--- config.mk ---
export PLATFORM = sky130hd
export DESIGN_NAME = uart_rx_cfg
export DESIGN_NICKNAME = d
export VERILOG_FILES = /design/src/rtl/uart_rx_cfg.sv
export SDC_FILE = /design/constraint.sdc
export NUM_CORES = 1
export LEC_CHECK = 0
export BUFFER_PORTS_ARGS = -buffer_cell sky130_fd_sc_hd__clkbuf_2
export CORE_UTILIZATION = 30
export DETAILED_ROUTE_END_ITERATION = 8
export GPL_ROUTABILITY_DRIVEN = 0
export HOLD_SLACK_MARGIN = 0.12
export PLACE_DENSITY_LB_ADDON = 0.2
export SETUP_SLACK_MARGIN = 0.1
export SLEW_MARGIN = 10
export SYNTH_ARGS = -nofsm -noshare
export SYNTH_HDL_FRONTEND = slang
export SYNTH_SLANG_ARGS = --single-unit
--- constraint.sdc ---
create_clock -name clk_i -period 3.1 [get_ports clk_i]
set_input_delay 0.31 -clock clk_i [delete_from_list [all_inputs] [get_ports clk_i]]
set_output_delay 0.31 -clock clk_i [all_outputs]
set_load 0.01 [all_outputs]
--- src/rtl/uart_rx_cfg.sv ---
// uart_rx_cfg: UART receiver with a run-time frame format (5..DATA_WIDTH data bits,
// none/odd/even parity, 1/2 stop bits), 16x oversampling and 3-sample majority vote.
module uart_rx_cfg #(
  parameter int DATA_WIDTH    = 9,
  parameter int DIVIDER_WIDTH = 32
) (
  input  logic                            clk_i,
  input  logic                            rst_i,
  input  logic                            rx_i,
  input  logic [DIVIDER_WIDTH-1:0]        clk_divider_i,
  input  logic [$clog2(DATA_WIDTH+1)-1:0] data_bits_i,
  input  logic                            parity_odd_i,
  input  logic                            parity_even_i,
  input  logic                            two_stop_i,
  output logic [DATA_WIDTH-1:0]           m_tdata_o,
  output logic                            m_tvalid_o,
  input  logic                            m_tready_i,
  output logic [2:0]                      m_tuser_o,
  output logic                            overrun_o,
  output logic                            busy_o
);

  localparam int BW = $clog2(DATA_WIDTH+1);

  typedef enum logic [2:0] {
    S_IDLE   = 3'd0,
    S_START  = 3'd1,
    S_DATA   = 3'd2,
    S_PARITY = 3'd3,
    S_STOP   = 3'd4,
    S_WAIT   = 3'd5
  } uart_state_e;

  function automatic logic [BW-1:0] clamp_bits(input logic [BW-1:0] n);
    if (n > BW'(DATA_WIDTH)) return BW'(DATA_WIDTH);
    if (n < BW'(5))          return BW'(5);
    return n;
  endfunction

  function automatic logic majority3(input logic a, input logic b, input logic c);
    return (a & b) | (a & c) | (b & c);
  endfunction

  uart_state_e              state_q, state_d;
  logic                     rx_s1_q, rx_s1_d, rx_s2_q, rx_s2_d, rx_e_q, rx_e_d;
  logic [DIVIDER_WIDTH-1:0] div_cnt_q, div_cnt_d;
  logic [3:0]               tick_cnt_q, tick_cnt_d;
  logic                     samp7_q, samp7_d, samp8_q, samp8_d;
  logic [BW-1:0]            bit_cnt_q, bit_cnt_d;
  logic [DATA_WIDTH-1:0]    shreg_q, shreg_d;
  logic [BW-1:0]            nbits_q, nbits_d;
  logic                     par_en_q, par_en_d, par_odd_q, par_odd_d;
  logic                     two_stop_q, two_stop_d, stop_cnt_q, stop_cnt_d;
  logic                     par_err_q, par_err_d, par_zero_q, par_zero_d;
  logic [DATA_WIDTH-1:0]    tdata_q, tdata_d;
  logic [2:0]               tuser_q, tuser_d;
  logic                     tvalid_q, tvalid_d, overrun_q, overrun_d;

  logic                     fall, tick, decide, bit_val, exp_par;
  logic                     done, ferr, brk;
  logic [DIVIDER_WIDTH-1:0] div_load;

  assign fall     = rx_e_q & ~rx_s2_q;
  assign tick     = (state_q != S_IDLE) && (div_cnt_q == '0);
  assign decide   = tick && (tick_cnt_q == 4'd9);
  assign bit_val  = majority3(samp7_q, samp8_q, rx_s2_q);
  assign div_load = (clk_divider_i <= DIVIDER_WIDTH'(1)) ? '0
                                                         : clk_divider_i - DIVIDER_WIDTH'(1);
  assign exp_par  = par_odd_q ? ~^shreg_q : ^shreg_q;

  always_comb begin
    rx_s1_d    = rx_i;
    rx_s2_d    = rx_s1_q;
    rx_e_d     = rx_s2_q;
    state_d    = state_q;
    div_cnt_d  = div_cnt_q;
    tick_cnt_d = tick_cnt_q;
    samp7_d    = samp7_q;
    samp8_d    = samp8_q;
    bit_cnt_d  = bit_cnt_q;
    shreg_d    = shreg_q;
    nbits_d    = nbits_q;
    par_en_d   = par_en_q;
    par_odd_d  = par_odd_q;
    two_stop_d = two_stop_q;
    stop_cnt_d = stop_cnt_q;
    par_err_d  = par_err_q;
    par_zero_d = par_zero_q;
    tdata_d    = tdata_q;
    tuser_d    = tuser_q;
    tvalid_d   = tvalid_q;
    overrun_d  = 1'b0;
    done       = 1'b0;
    ferr       = 1'b0;
    brk        = 1'b0;

    // Oversample tick generator: frozen in IDLE, free-running for the whole frame
    if (state_q == S_IDLE) begin
      div_cnt_d  = '0;
      tick_cnt_d = '0;
    end else if (tick) begin
      div_cnt_d  = div_load;
      tick_cnt_d = tick_cnt_q + 4'd1;
    end else begin
      div_cnt_d  = div_cnt_q - DIVIDER_WIDTH'(1);
    end

    if (tick && tick_cnt_q == 4'd7) samp7_d = rx_s2_q;
    if (tick && tick_cnt_q == 4'd8) samp8_d = rx_s2_q;

    unique case (state_q)
      S_IDLE: begin
        if (fall) begin
          // The edge cycle itself is tick 0
          state_d    = S_START;
          div_cnt_d  = div_load;
          tick_cnt_d = 4'd1;
          nbits_d    = clamp_bits(data_bits_i);
          par_en_d   = parity_odd_i | parity_even_i;
          par_odd_d  = parity_odd_i;
          two_stop_d = two_stop_i;
          stop_cnt_d = 1'b0;
          bit_cnt_d  = '0;
          shreg_d    = '0;
          par_err_d  = 1'b0;
          par_zero_d = 1'b1;
        end
      end
      S_START: begin
        if (decide) state_d = bit_val ? S_IDLE : S_DATA;
      end
      S_DATA: begin
        if (decide) begin
          for (int i = 0; i < DATA_WIDTH; i++) begin
            if (BW'(i) == bit_cnt_q) shreg_d[i] = bit_val;
          end
          if (bit_cnt_q == nbits_q - BW'(1)) begin
            bit_cnt_d = '0;
            state_d   = par_en_q ? S_PARITY : S_STOP;
          end else begin
            bit_cnt_d = bit_cnt_q + BW'(1);
          end
        end
      end
      S_PARITY: begin
        if (decide) begin
          par_err_d  = (bit_val != exp_par);
          par_zero_d = ~bit_val;
          state_d    = S_STOP;
        end
      end
      S_STOP: begin
        if (decide) begin
          if (!bit_val) begin
            done = 1'b1;
            ferr = 1'b1;
            brk  = (shreg_q == '0) && par_zero_q && !stop_cnt_q;
          end else if (two_stop_q && !stop_cnt_q) begin
            stop_cnt_d = 1'b1;
          end else begin
            done = 1'b1;
          end
          if (done) state_d = rx_s2_q ? S_IDLE : S_WAIT;
        end
      end
      S_WAIT: begin
        if (rx_s2_q) state_d = S_IDLE;
      end
      default: state_d = S_IDLE;
    endcase

    // Output holding register; a frame arriving while one is still held is dropped
    if (tvalid_q && m_tready_i) tvalid_d = 1'b0;
    if (done) begin
      if (!tvalid_q || m_tready_i) begin
        tdata_d  = shreg_q;
        tuser_d  = {brk, ferr, par_err_q};
        tvalid_d = 1'b1;
      end else begin
        overrun_d = 1'b1;
      end
    end
  end

  always_ff @(posedge clk_i) begin
    if (rst_i) begin
      state_q    <= S_IDLE;
      rx_s1_q    <= 1'b1;
      rx_s2_q    <= 1'b1;
      rx_e_q     <= 1'b1;
      div_cnt_q  <= '0;
      tick_cnt_q <= '0;
      bit_cnt_q  <= '0;
      stop_cnt_q <= 1'b0;
      tdata_q    <= '0;
      tuser_q    <= '0;
      tvalid_q   <= 1'b0;
      overrun_q  <= 1'b0;
    end else begin
      state_q    <= state_d;
      rx_s1_q    <= rx_s1_d;
      rx_s2_q    <= rx_s2_d;
      rx_e_q     <= rx_e_d;
      div_cnt_q  <= div_cnt_d;
      tick_cnt_q <= tick_cnt_d;
      bit_cnt_q  <= bit_cnt_d;
      stop_cnt_q <= stop_cnt_d;
      tdata_q    <= tdata_d;
      tuser_q    <= tuser_d;
      tvalid_q   <= tvalid_d;
      overrun_q  <= overrun_d;
    end
  end

  // Frame datapath and latched format: always (re)loaded before use
  always_ff @(posedge clk_i) begin
    samp7_q    <= samp7_d;
    samp8_q    <= samp8_d;
    shreg_q    <= shreg_d;
    nbits_q    <= nbits_d;
    par_en_q   <= par_en_d;
    par_odd_q  <= par_odd_d;
    two_stop_q <= two_stop_d;
    par_err_q  <= par_err_d;
    par_zero_q <= par_zero_d;
  end

  assign m_tdata_o  = tdata_q;
  assign m_tuser_o  = tuser_q;
  assign m_tvalid_o = tvalid_q;
  assign overrun_o  = overrun_q;
  assign busy_o     = (state_q != S_IDLE);

endmodule

Word-level counts from Yosys, hierarchy flattened
Cells that the tools add are included.

storage, ports and cells
  latch bits = 0
  memory bits (read-only) = 0
  register bits after elaboration = 81
  word-level logic and storage cells = 196
  output and inout bits = 15
  memory bits (writable) = 0
  memories = 0

cells by class
  $mul = 0
  eq/ne operators = 37
  reductions and logical operators = 37
  mux-type cells = 75
  divide/modulo/power cells = 0
  add/sub/neg operators = 5
  shifts and indexed selects = 0
  order comparisons = 3
  bitwise logic cells = 10

operators with widths
  operator               count
  $mux 32                5
  $sub 32x1->32 const B  2
  $mux 4                 11
  $mux 1                 40
  $ne 2x2->1 const B     19
  $reduce_and 4->1       9
  $le 32x1->1 const B    1
  $logic_not 32->1       1
  $mux 3                 10
  $mux 9                 2
  $pmux 3 s6             1
  $pmux 9 s2             1
  $eq 3x4->1 const A     4
  $logic_not 9->1        1
  $reduce_xnor 9->1      1
  $reduce_xor 9->1       1
  $add 4x1->4 const B    2
  $eq 2x4->1 const A     2
  $eq 4x4->1 const B     2
  $logic_and 1x1->1      8
  $pmux 4 s2             1
  $reduce_and 8->1       1
  $eq 3x2->1 const B     2
  $eq 3x3->1 const B     2
  other kinds (24)       38

Logic depth before layout (Yosys ltp)
Gate-level depths: netlist of run 1.

  word-level depth = 10
  gate-level depth with buffers = 9
  depth with buffers taken out = 8

Least setup slack after synthesis of run 1
Ideal clock, no wire load.

  kind = reg2reg
  start point = register state_q[1]
  end point = register div_cnt_q[26]
  data arrival time = 2.436 ns
  buffers on the path = 2
  clock period less this slack = 2.511 ns
  stages on the path, launching flop included = 6
  library setup time = 0.075 ns
  setup slack = 0.589 ns
  path through = dfxtp_1 > clkbuf_1 > nor4_1 > o211ai_4 > buf_6 > o22ai_2

on the way
  word-level cells in the longest chain between the ends = 6

ends and longest elaborated chain
  element                   RTL line  RTL
  start: declaration        44        uart_state_e state_q, state_d;
  start signal: assignment  200       state_q <= state_d;
  $reduce_bool 3->1         64        assign tick = (state_q != S_IDLE) && (div_cnt_q == '0);
  $logic_and 1x1->1         64
  $mux 32                   101       end else if (tick) begin
  $mux 32                   98        if (state_q == S_IDLE) begin
  $mux 32                   113       if (fall) begin
  $mux 32 (*)               111       unique case (state_q)
  end signal: assignment    204       div_cnt_q <= div_cnt_d;
  end: declaration          46        logic [DIVIDER_WIDTH-1:0] div_cnt_q, div_cnt_d;

Every way passes the cells marked *; elsewhere a longest branch is shown, timed or not.
A chain may end at the register's enable or synchronous reset.

Worst setup path after layout of run 1
  start point = register div_cnt_q[0]
  end point = register div_cnt_q[6]

on the way
  word-level cells in the longest chain between the ends = 6

ends and longest elaborated chain
  element                                                                RTL line
  parallel branches: the longest is 2 deep, another holds $sub 32x1->32  --
  $mux 32 (*)                                                            101
  $mux 32 (*)                                                            98
  $mux 32                                                                113
  $mux 32 (*)                                                            111

Mark *: on every way between the ends.

==> flow_metrics.env, run 1 <==
export IMPL_core_area_um2=15400
export IMPL_synth_edf_count=20
export IMPL_die_y_um=128
export IMPL_setup_viol=0
export IMPL_cts_root_buf="clkbuf_16"
export IMPL_crit_arrival_ns=2.96
export IMPL_row_count=45
export IMPL_htree_levels=3
export IMPL_nets=664
export IMPL_drcViolationCount=0
export IMPL_netlist_area_leader_share_pct=25.6
export IMPL_setup_tns_ns=0
export IMPL_clk_pin_slew_worst_paths_ns=0.06
export IMPL_drtAntennaViolNets=0
export IMPL_synth_seq_cells=81
export IMPL_clockBufferDepth=2
export IMPL_end_kind="flip-flop"
export IMPL_syn_avg_cell_area_um2=8.70
export IMPL_num_vias=4062
export IMPL_vias_per_cell=4.95
export IMPL_start_kind="flip-flop"
export IMPL_worst_pin_slew_ns=0.933
export IMPL_grt_pass1_wl_um=19100
export IMPL_drv_cap=0
export IMPL_cts_resized=0
export IMPL_cts_sinks=81
export IMPL_ir_drop_mv=0.409
export IMPL_grt_total_usage_pct=15.0
export IMPL_synthDistinctLibCells=60
export IMPL_drt_pass1_iter_count=4
export IMPL_area_growth_pct=17.7
export IMPL_synth_top_cells_by_count="61 x dfxtp_1, 61 x nand2_1, 47 x a21oi_1, 41 x xnor2_1, 39 x nor2_1"
export IMPL_postCtsSetupBuffers=0
export IMPL_cts_tree="built"
export IMPL_maxSlewViolCount=0
export IMPL_start_util_pct=31.1
export IMPL_hp_class="input port to flip-flop"
export IMPL_synthesis_area_um2=4780
export IMPL_ys_seq_area_share_pct=38.1
export IMPL_fin_crit_sh_pct=87.1
export IMPL_cp_max_fo=18
export IMPL_power_total_mw=5.20
export IMPL_io_buffers=57
export IMPL_wire_per_inst_um=14.2
export IMPL_yosys_warnings=0
export IMPL_grt_pass1_vias=3927
export IMPL_syn_inst=549
export IMPL_synth_nets=608
export IMPL_cp_startpoint="div_cnt_q[0]"
export IMPL_critPathRequiredTime_ns=3.36
export IMPL_slew_headroom_pct=37.5
export IMPL_ctsHoldBuffers=0
export IMPL_gr_total_overflow=0
export IMPL_cts_made_buffers=9
export IMPL_synth_ff_type="dfxtp_1"
export IMPL_num_io_pins=58
export IMPL_synth_largest_area_cell="dfxtp_1"
export IMPL_drive_gt1_share_pct=18.4
export IMPL_rsz0062_at_grt="no"
export IMPL_n_fill_cell=1584
export IMPL_rr_startpoint="div_cnt_q[0]"
export IMPL_outcome="completed"
export IMPL_synth_area_leaders="dfxtp_1 26%, edfxtp_1 13%, xnor2_1 7.5%"
export IMPL_async_flop_share_pct=0
export IMPL_num_antenna_cells=0
export IMPL_drtIter0Drc=99
export IMPL_min_from="parity_odd_i"
export IMPL_grt_max_degree=21
export IMPL_chipWidth_um=128
export IMPL_wl_um=11700
export IMPL_worstSetupPathType="flip-flop to flip-flop"
export IMPL_insertion_delay_ns=0.34
export IMPL_fin_crit_ns=2.70
export IMPL_antenna_found_initial=0
export IMPL_die_area_um2=16400
export IMPL_hpwl_um=8890
export IMPL_clock_skew_ns=0.00926
export IMPL_p_leak_nw=2.11
export IMPL_powerDensity_nw_per_um2=924
export IMPL_max_freq_ghz=0.370
export IMPL_hold_violations=0
[cells by family after synthesis]
logic type,after synthesis,synth area share [%]
compound gates,98,12.7
xor+xnor,74,13.6
fa+ha+maj,17,4.40
buf+inv,48,4.08
flops,81,38.1
mux,3,0.628
simple gates,228,26.5
[state kept, by name (all words and copies together) (netlist names), 3 cells and up]
name / count
div_cnt_q: 32
m_tdata_o: 9
shreg_q: 9
bit_cnt_q: 4
nbits_q: 4
tick_cnt_q: 4
m_tuser_o: 3
state_q: 3
[worst max-delay path, stage by stage (launching register included)]
cell	delay, ns
dfxtp_1	0.33
inv_1	0.11
ha_1	0.14
or4b_2	0.63
nor3_4	0.33
nand3_2	0.28
nor2_2	0.29
o211ai_4	0.26
o22ai_1	0.25
[area by class of cell]
| type | count | area, um^2 | share of cell area, % |
|---|---|---|---|
| multi-input cells | 420 | 2770 | 49.2 |
| flip-flops and latches | 81 | 1820 | 32.4 |
| repair buffers | 67 | 360 | 6.41 |
| well taps | 211 | 264 | 4.70 |
| clock buffers | 10 | 239 | 4.25 |
| inverters | 26 | 97.6 | 1.74 |
| clock inverters | 6 | 72.6 | 1.29 |
[where the power goes]
group,switching [mW],internal (mW),leakage [nW]
combinational,1.57,1.01,1.28
sequential,0.226,1.28,0.676
clock,0.451,0.654,0.150
[layout by cell type, fill, tap and decap left out, types with 20 or more instances in the layout]
master    netlist  final
nand2_1        61     61
dfxtp_1        61     61
clkbuf_2        0     57
a21oi_1        47     47
xnor2_1        41     41
nor2_1         39     39
xor2_1         33     33
inv_1          25     25
nor3_1         24     24
edfxtp_1       20     20
[routing by layer]
metal / global-route usage, % / wire (um)
met5: 0 / 0
met2: 25.2 / 5460
met1: 18.8 / 5570
met3: 3.21 / 436
met4: 5.74 / 201
[per-stage QoR]
step	util [%]	instances	worst slack (ns)	area, um^2	hold WS, ns
floorplan	-	549	0.589	4780	0.389
global placement	34.6	805	0.404	5310	0.410
detailed placement	34.6	805	0.363	5310	0.393
CTS	36.6	821	0.422	5620	0.144
global route	36.6	821	0.212	5620	0.144
finish	36.6	821	0.399	5620	0.157
[final timing paths]
check / endpoint / slack (ns) / depth (start not counted)
worst min-delay path: par_odd_q / 0.16 / 1
worst min register to register: rx_e_d / 0.41 / 1
worst max register to register: div_cnt_q[6] / 0.40 / 8
worst max-delay path: div_cnt_q[6] / 0.40 / 8
Note: power is estimated with default switching activity, not from simulation.
==> run 2, diff against run 1 <==
- ABC_AREA: not set -> 1
==> flow_metrics.env, run 2 <==
export IMPL_hold_violations=0
export IMPL_ys_seq_area_share_pct=30.5
export IMPL_max_freq_ghz=0.424
export IMPL_crit_path_top_delay_cell="dfxtp_1"
export IMPL_top_register="div_cnt_q"
export IMPL_drcViolationCount=0
export IMPL_ctsHoldBuffers=0
export IMPL_die_area_um2=20400
export IMPL_rsz0062_at_grt="no"
export IMPL_switching_share_pct=52.6
export IMPL_io_buffers=57
export IMPL_grt_pass1_vias=5446
export IMPL_maxSlewViolCount=0
export IMPL_syn_avg_cell_area_um2=6.59
export IMPL_syn_inst=905
export IMPL_p_clk_share_pct=15.3
export IMPL_core_area_um2=19500
export IMPL_rr_startpoint="div_cnt_q[0]"
export IMPL_drtAntennaViolNets=0
export IMPL_ir_drop_mv=0.350
export IMPL_grt_pass1_wl_um=28400
export IMPL_async_flop_share_pct=0
export IMPL_vias_per_cell=4.70
export IMPL_outcome="completed"
export IMPL_clk_pin_slew_worst_paths_ns=0.07
export IMPL_dp_cells=1214
export IMPL_drive_gt1_share_pct=15.5
export IMPL_end_kind="flip-flop"
export IMPL_cts_sinks=81
export IMPL_synth_top_cells_by_count="215 x nand2_1, 144 x nor2_1, 92 x inv_1, 64 x nand3_1, 61 x dfxtp_1"
export IMPL_crit_top_cell="nor2_1"
export IMPL_synth_edf_count=20
export IMPL_seqCellArea_um2=1820
export IMPL_fin_crit_sh_pct=76.1
export IMPL_start_kind="flip-flop"
export IMPL_cts_tree="built"
export IMPL_seq_power_share_pct=22.9
export IMPL_cp_startpoint="div_cnt_q[0]"
export IMPL_multi_input_area_um2=3630
export IMPL_nets=1019
export IMPL_gr_total_overflow=0
export IMPL_drt_pass1_iter_count=5
export IMPL_cts_resized=0
export IMPL_fin_cells=1230
export IMPL_grt_total_usage_pct=18.1
export IMPL_path_depth=14
export IMPL_num_io_pins=58
export IMPL_critPathRequiredTime_ns=3.16
export IMPL_synthDistinctLibCells=44
export IMPL_setup_viol=0
export IMPL_yosys_warnings=0
export IMPL_hp_class="input port to flip-flop"
export IMPL_internal_power_mw=3.23
export IMPL_power_frac_comb_pct=61.8
export IMPL_drtIter0Drc=353
export IMPL_crit_buf_inv=4
export IMPL_synth_area_leaders="dfxtp_1 20%, nand2_1 14%, edfxtp_1 10%"
export IMPL_num_antenna_cells=0
export IMPL_cts_made_buffers=9
export IMPL_clock_skew_ns=0.0125
export IMPL_row_count=51
export IMPL_wl_um=17600
export IMPL_insertion_delay_ns=0.35
export IMPL_crit_end="shreg_q[7]"
export IMPL_num_vias=5786
export IMPL_switching_power_mw=3.59
export IMPL_synthesis_area_um2=5960
export IMPL_netlist_area_leader_share_pct=20.5
export IMPL_powerDensity_nw_per_um2=1000
export IMPL_fin_crit_ns=2.36
export IMPL_postCtsSetupBuffers=0
export IMPL_setup_tns_ns=0
export IMPL_ff2ff_setup_slack_ns=0.74
export IMPL_synth_nets=964
export IMPL_synth_seq_cells=81
export IMPL_synth_ff_type="dfxtp_1"
export IMPL_synth_most_common_cell="nand2_1"
export IMPL_slew_headroom_pct=58.1
export IMPL_worstSetupPathType="flip-flop to flip-flop"
export IMPL_crit_arrival_ns=2.42
export IMPL_reg2reg_to="shreg_q[7]"
export IMPL_n_fill_cell=2163
export IMPL_start_util_pct=30.6
export IMPL_crit_chain="inv_1 > ha_1 > inv_1 > nor2_1 > nand2_1 > nor2_1 > nand2_2 > nor2_8 > nand2_4 > inv_4 > nand3_4 > nand2_4 > inv_2 > nor2_1"
export IMPL_layout_cells_most_common_list="215 x nand2_1, 144 x nor2_1, 92 x inv_1, 64 x nand3_1, 61 x dfxtp_1"
export IMPL_hpwl_um=14100
export IMPL_wire_per_inst_um=14.3
export IMPL_reg2regPathDepth=14
export IMPL_area_growth_pct=14.1
export IMPL_cp_max_fo=13
export IMPL_antenna_found_initial=0
export IMPL_drv_cap=0
export IMPL_worst_pin_slew_ns=0.627
export IMPL_largest_reg_flops=32
export IMPL_clockBufferDepth=2
export IMPL_htree_levels=3
export IMPL_p_leak_nw=3.09
export IMPL_final_common_cell="nand2_1"
export IMPL_grt_max_degree=27
export IMPL_cts_root_buf="clkbuf_16"
export IMPL_power_total_mw=6.82
export IMPL_slowest_delay_ns=0.33
export IMPL_synth_largest_area_cell="dfxtp_1"
export IMPL_path_delay_family="simple AND/OR/NAND/NOR gates"
export IMPL_chipWidth_um=143
export IMPL_die_y_um=143
-- run 2: changes by cell type in the layout (fill, tap and decap cells not counted), moves of 11 or more --
cell / change
o21ai_0: +21
inv_1: +67
nor2_1: +105
or4_1: -16
nand4_1: +20
nor2_2: +15
nand3_1: +48
inv_2: +13
o22ai_1: -11
nand2_1: +154
xnor2_1: -32
-- run 2: per-layer routing --
metal  vias to the layer above  share of wire [%]  track usage [%]
li1                       3039                  -                -
met1                      2624                 47             22.5
met2                       105                 48             31.7
met3                        18                3.1             2.55
met4                         0                2.2             6.17
met5                         -                  0                0
-- run 2: final cells by class --
type	instances	area share, %
Clock buffer	10	3.51
Clock inverter	6	0.699
Inverter	106	5.88
Multi-Input combinational cell	699	53.4
Sequential cell	81	26.8
Tap cell	265	4.87
Timing Repair Buffer	63	4.85
-- run 2: power groups by stage --
stage          clock network [mW]  registers (mW)  logic (mW)
6_report                     1.05            1.56        4.22
3_5_place_dp                    0            1.58        4.18
2_1_floorplan                   0            1.50        3.28
4_1_cts                      1.07            1.55        4.21
5_1_grt                      1.11            1.58        4.72
3_3_place_gp                    0            1.58        4.21
-- run 2: kinds of logic (layout without fill, tap and decap cells) --
| kind of cell | Yosys count | in the layout | share of synthesized area (%) |
|---|---|---|---|
| xor gates and xnor gates | 43 | 43 | 6.31 |
| AOI/OAI and AO/OA | 114 | 114 | 10.8 |
| adders and majority gates | 16 | 16 | 3.36 |
| and+or+nand+nor | 526 | 526 | 40.5 |
| buffers and inverters | 125 | 185 | 8.54 |
| DFF | 81 | 81 | 30.5 |
-- run 2: through the flow --
stage / area [um^2] / setup WS (ns) / hold slack [ns] / util, %
6_report: 6800 / 0.742 / 0.135 / 35.0
2_1_floorplan: 5960 / 1.23 / 0.389 / -
3_5_place_dp: 6520 / 0.725 / 0.396 / 33.5
4_1_cts: 6800 / 0.724 / 0.121 / 35.0
5_1_grt: 6800 / 0.512 / 0.128 / 35.0
3_3_place_gp: 6520 / 0.735 / 0.394 / 33.5
-- run 2: worst min path at each step --
| stage | startpoint | end | slack, ns | cells past startpoint |
|---|---|---|---|---|
| floorplan | rx_s1_q | rx_e_d | 0.39 | 1 |
| global placement | rx_s1_q | rx_e_d | 0.39 | 1 |
| detailed placement | rx_s1_q | rx_e_d | 0.40 | 1 |
| CTS | two_stop_i | two_stop_q | 0.12 | 1 |
| global route | two_stop_i | two_stop_q | 0.13 | 1 |
| finish | two_stop_i | two_stop_q | 0.13 | 1 |
